`config.mk`:
```
export PLATFORM = sky130hd
export DESIGN_NAME = mem_arbiter
export DESIGN_NICKNAME = d
export VERILOG_FILES = /design/src/rtl/mem_arbiter.sv
export SDC_FILE = /design/constraint.sdc
export NUM_CORES = 1
export LEC_CHECK = 0
export CORE_AREA = 2 2 104 106
export DETAILED_ROUTE_END_ITERATION = 10
export DIE_AREA = 0 0 106 108
export PLACE_DENSITY = 0.95
export SETUP_SLACK_MARGIN = 0.1
export SYNTH_ARGS = -nofsm -noshare
export SYNTH_HDL_FRONTEND = slang
export SYNTH_SLANG_ARGS = --single-unit
```
`constraint.sdc`:
```
create_clock -name clk -period 7.2 [get_ports clk]
set_clock_uncertainty 0.15 [all_clocks]
set_input_delay 1.08 -clock clk [delete_from_list [all_inputs] [get_ports clk]]
set_output_delay 1.08 -clock clk [all_outputs]
set_load 0.01 [all_outputs]
```
`src/rtl/mem_arbiter.sv`:
```
// rtl/mem_arbiter.sv - two-port (fetch/data) arbiter onto a single-ported memory
// with a fair tie-break and a per-grant ack timeout.
module mem_arbiter #(
  parameter int AW      = 32,
  parameter int DW      = 32,
  parameter int TIMEOUT = 64
) (
  input  logic          clk,
  input  logic          rst,
  input  logic          inst_req,
  input  logic [AW-1:0] inst_addr,
  output logic [DW-1:0] inst_rdata,
  output logic          inst_ready,
  input  logic          data_req,
  input  logic          data_we,
  input  logic [AW-1:0] data_addr,
  input  logic [DW-1:0] data_wdata,
  output logic [DW-1:0] data_rdata,
  output logic          data_ready,
  output logic          mem_req,
  output logic          mem_we,
  output logic [AW-1:0] mem_addr,
  output logic [DW-1:0] mem_wdata,
  input  logic          mem_ack,
  input  logic [DW-1:0] mem_rdata,
  output logic          busy,
  output logic          bus_err
);

  typedef enum logic [1:0] {IDLE, GNT_I, GNT_D} state_t;

  localparam logic [9:0] TO_LAST = 10'(TIMEOUT - 1);

  state_t     state, state_nx;
  logic       last_gnt;  // 1 = data port was granted last
  logic [9:0] wait_cnt;
  logic       timeout_hit;

  assign busy        = (state != IDLE);
  assign timeout_hit = (wait_cnt == TO_LAST) && !mem_ack;

  always_comb begin
    state_nx   = state;
    inst_ready = 1'b0;
    data_ready = 1'b0;
    inst_rdata = '0;
    data_rdata = '0;
    case (state)
      IDLE: begin
        // On a tie the port that was not served last wins.
        if (data_req && (!inst_req || !last_gnt)) state_nx = GNT_D;
        else if (inst_req)                        state_nx = GNT_I;
      end
      GNT_I: begin
        if (mem_ack) begin
          inst_ready = 1'b1;
          inst_rdata = mem_rdata;
          state_nx   = IDLE;
        end else if (timeout_hit) begin
          inst_ready = 1'b1;
          state_nx   = IDLE;
        end
      end
      GNT_D: begin
        if (mem_ack) begin
          data_ready = 1'b1;
          data_rdata = mem_rdata;
          state_nx   = IDLE;
        end else if (timeout_hit) begin
          data_ready = 1'b1;
          state_nx   = IDLE;
        end
      end
      default: state_nx = IDLE;
    endcase
  end

  always_ff @(posedge clk) begin
    if (rst) begin
      state     <= IDLE;
      last_gnt  <= 1'b0;
      wait_cnt  <= '0;
      bus_err   <= 1'b0;
      mem_req   <= 1'b0;
      mem_we    <= 1'b0;
      mem_addr  <= '0;
      mem_wdata <= '0;
    end else begin
      state <= state_nx;
      if (state == IDLE) begin
        wait_cnt <= '0;
        if (state_nx == GNT_D) begin
          mem_req   <= 1'b1;
          mem_we    <= data_we;
          mem_addr  <= data_addr;
          mem_wdata <= data_wdata;
        end else if (state_nx == GNT_I) begin
          mem_req  <= 1'b1;
          mem_we   <= 1'b0;
          mem_addr <= inst_addr;
        end
      end else if (state_nx == IDLE) begin
        mem_req  <= 1'b0;
        mem_we   <= 1'b0;
        last_gnt <= (state == GNT_D);
        if (timeout_hit) bus_err <= 1'b1;
      end else begin
        wait_cnt <= wait_cnt + 10'd1;
      end
    end
  end

endmodule

```
==> results.md <==
- Grt ovf: 0
- Hpwl dp: 10000 um
- NumNets Final: 842
- CTS Root Cell: clkbuf_8
- Maximum vdd drop: 155 uV
- Kind of critical path: primary input to flip-flop
- Worst Path Required: 7.34 ns
- Critical Path End Type: flip-flop
- Chip Height: 108 um
- Peak Freq: 0.216 GHz
- Final Critical Period: 4.63 ns
- Worst skew pair latency: 0.36 ns
- CTS tree: built
- Finished Cell Area: 6760 um2
- Final setup TNS: 0 ns
- Worst path arrival time: 4.77 ns
- Area grow syn2layout: 77.0%
- Post-CTS Resized: 0
- Worst slew pin tran: 1.13 ns
- I/O Pins: 268
- Crit path launch type: primary input
- Detail Route Antenna Nets: 0
- Pwr Density: 209 nW/um2
- Synthesized flop and latch total: 80
- Syn avg cell area: 8.29 um2
- Crit Path Max Fanout: 69
- Net count after synthesis: 603
- Cts bufs inserted: 9
- GPL Wtd Cong: 0.809
- GRT Util Overall: 22.4%
- Largest net degree at the start of global routing: 74
- # clock sinks: 80
- Port bufs: 267
- Clock Path Buffers: 2
- Placed cell areas: 6530 um2
- Die ar.: 11400 um2
- Worst relative slew slack: 24.4%
- WL/cell: 15.6 um
- Post-route DRC: 0
- Clock transition at the registers of the reported paths: 0.09 ns
- Vias in the first global route: 4151
- Hold buffer count at CTS: 0
- DR vias: 4278
- Final Hold Fails: 0
- Ys Warns: 0
- Row Count: 37
- First-pass GRT wire length: 20400 um
- Status: finished clean
- Via density: 5.09
- Seq/Total Area, Yosys: 41.9%
- Final WL: 13100 um
- Antenna violations before repair: 0
- Pre-antenna DRT Iters: 4
- Primary FF master, synth: dfxtp_1
- Final Max Tran Viols: 0
- Die X: 106 um
- Synthesized area: 3820 um2
- Lkg Pwr: 0.00271 uW
- Share of cells above drive strength 1: 3.83%
- Post-Syn Instances: 461
- Final setup fails: 0
- Async set-reset flop share out of synthesis: 0%
- H-tree depth: 3
- Iter 0 DRT Violations: 190
- Final Cycle Share: 64.4%
- # diodes: 0
- Yosys cell types: 41
- Setup Fix Bufs, Post-CTS: 0
- Core area: 10200 um2
- Post-synth EDFFs: 0
- Initial core utilization: 37.3%
- RSZ-0062 raised after global routing: no
- Max-cap viol count: 0
- HP Class: flip-flop to flip-flop
report_power, final:
part / switching, uW / total [uW] / leakage [uW] / internal (uW)
logic: 225 / 489 / 0.00194 / 264
registers: 35.4 / 539 / 0.000656 / 504
clock network: 182 / 385 / 0.000118 / 202
total: 442 / 1410 / 0.00271 / 970
cells by family after synthesis:
| kind of cell | synth area share [%] |
|---|---|
| muxes | 9.17 |
| adders and majority gates | 2.62 |
| AOI/OAI and AO/OA | 14.7 |
| DFF | 41.9 |
| buffers and inverters | 4.88 |
| xor gates and xnor gates | 0.917 |
| and+or+nand+nor | 25.8 |
sequential cells by signal, indices dropped and copies added, names as in the netlist:
register and count:
mem_addr 32, mem_wdata 32, wait_cnt 10, state 2
bus_err 1, last_gnt 1, mem_req 1, mem_we 1
Yosys cell counts (2+ instances only):
| master | count | area (um2) |
|---|---|---|
| mux2i_1 | 35 | 350 |
| a21o_1 | 3 | 22.5 |
| nand2_1 | 70 | 263 |
| dfxtp_1 | 80 | 1600 |
| buf_2 | 5 | 25.0 |
| clkbuf_1 | 30 | 113 |
| and3_1 | 64 | 400 |
| inv_1 | 6 | 22.5 |
| buf_1 | 7 | 26.3 |
| nor2_1 | 40 | 150 |
| a211oi_1 | 34 | 255 |
| o21ai_0 | 4 | 20.0 |
| a21oi_1 | 39 | 195 |
| ha_1 | 8 | 100 |
| and3b_1 | 3 | 26.3 |
| o21a_1 | 2 | 15.0 |
| or3_1 | 3 | 18.8 |
| o31ai_1 | 2 | 15.0 |
| xor2_1 | 3 | 26.3 |
| nand4b_1 | 2 | 17.5 |
per-layer routing:
metal	vias to the layer above	GRT usage [%]	share of wire, %	wire (um)
li1	2095	-	-	-
met1	1979	23.2	38	5020
met2	191	42.6	52	6840
met3	13	7.72	8.3	1090
met4	0	6.58	1.5	192
met5	-	0	0	0
critical path: stages:
cell and delay, ns:
clkdlybuf4s50_1 0.46, buf_4 0.41, and3b_1 0.24, o31ai_1 0.12
a21o_1 0.21, ha_2 0.85, and2_1 1.00, nand2_1 0.19
a21oi_1 0.17
area by class of cell:
| class | count | area, um2 |
|---|---|---|
| inverters | 6 | 22.5 |
| repair buffers | 270 | 2690 |
| flip-flops and latches | 80 | 1600 |
| multi-input cells | 333 | 2040 |
| clock inverters | 7 | 111 |
| fillers | 767 | 3470 |
| well taps | 136 | 170 |
| clock buffers | 9 | 124 |
through the flow:
stage	instances	setup WS [ns]	hold slack (ns)	total power, uW	util, %
after global routing	841	2.31	0.326	1490	66.1
after floorplan	461	4.08	0.290	775	-
after CTS	841	2.60	0.300	1430	66.1
after global placement	825	2.42	0.288	1020	63.8
final	841	2.57	0.298	1410	66.1
after detailed placement	825	2.18	0.287	1040	63.8
worst paths after layout:
check | depth (start not counted) | slack, ns | from | to
hold / removal | 2 | 0.30 | bus_err$_SDFFE_PP0P_ | bus_err$_SDFFE_PP0P_
setup / recovery | 9 | 2.57 | mem_ack | mem_wdata[16]$_SDFFE_PP0P_
setup reg to reg | 8 | 2.99 | wait_cnt[0]$_SDFFE_PP0P_ | mem_wdata[16]$_SDFFE_PP0P_
hold reg to reg | 2 | 0.30 | bus_err$_SDFFE_PP0P_ | bus_err$_SDFFE_PP0P_
placed cells by master (no fill, tap or decap), types with 3 or more instances in the layout:
cell type / Yosys / layout
o21ai_0: 4 / 4
clkdlybuf4s50_1: 0 / 266
and3b_1: 3 / 3
a211oi_1: 34 / 34
or3_1: 3 / 3
dfxtp_1: 80 / 80
inv_6: 0 / 3
mux2i_1: 35 / 35
clkbuf_8: 0 / 9
a21oi_1: 39 / 39
and3_1: 64 / 64
nor2_1: 40 / 40
ha_1: 8 / 7
buf_4: 0 / 3
nand2_1: 70 / 70
inv_1: 6 / 6
a21o_1: 3 / 3
xor2_1: 3 / 3
Power figures use the tool's default switching activity.
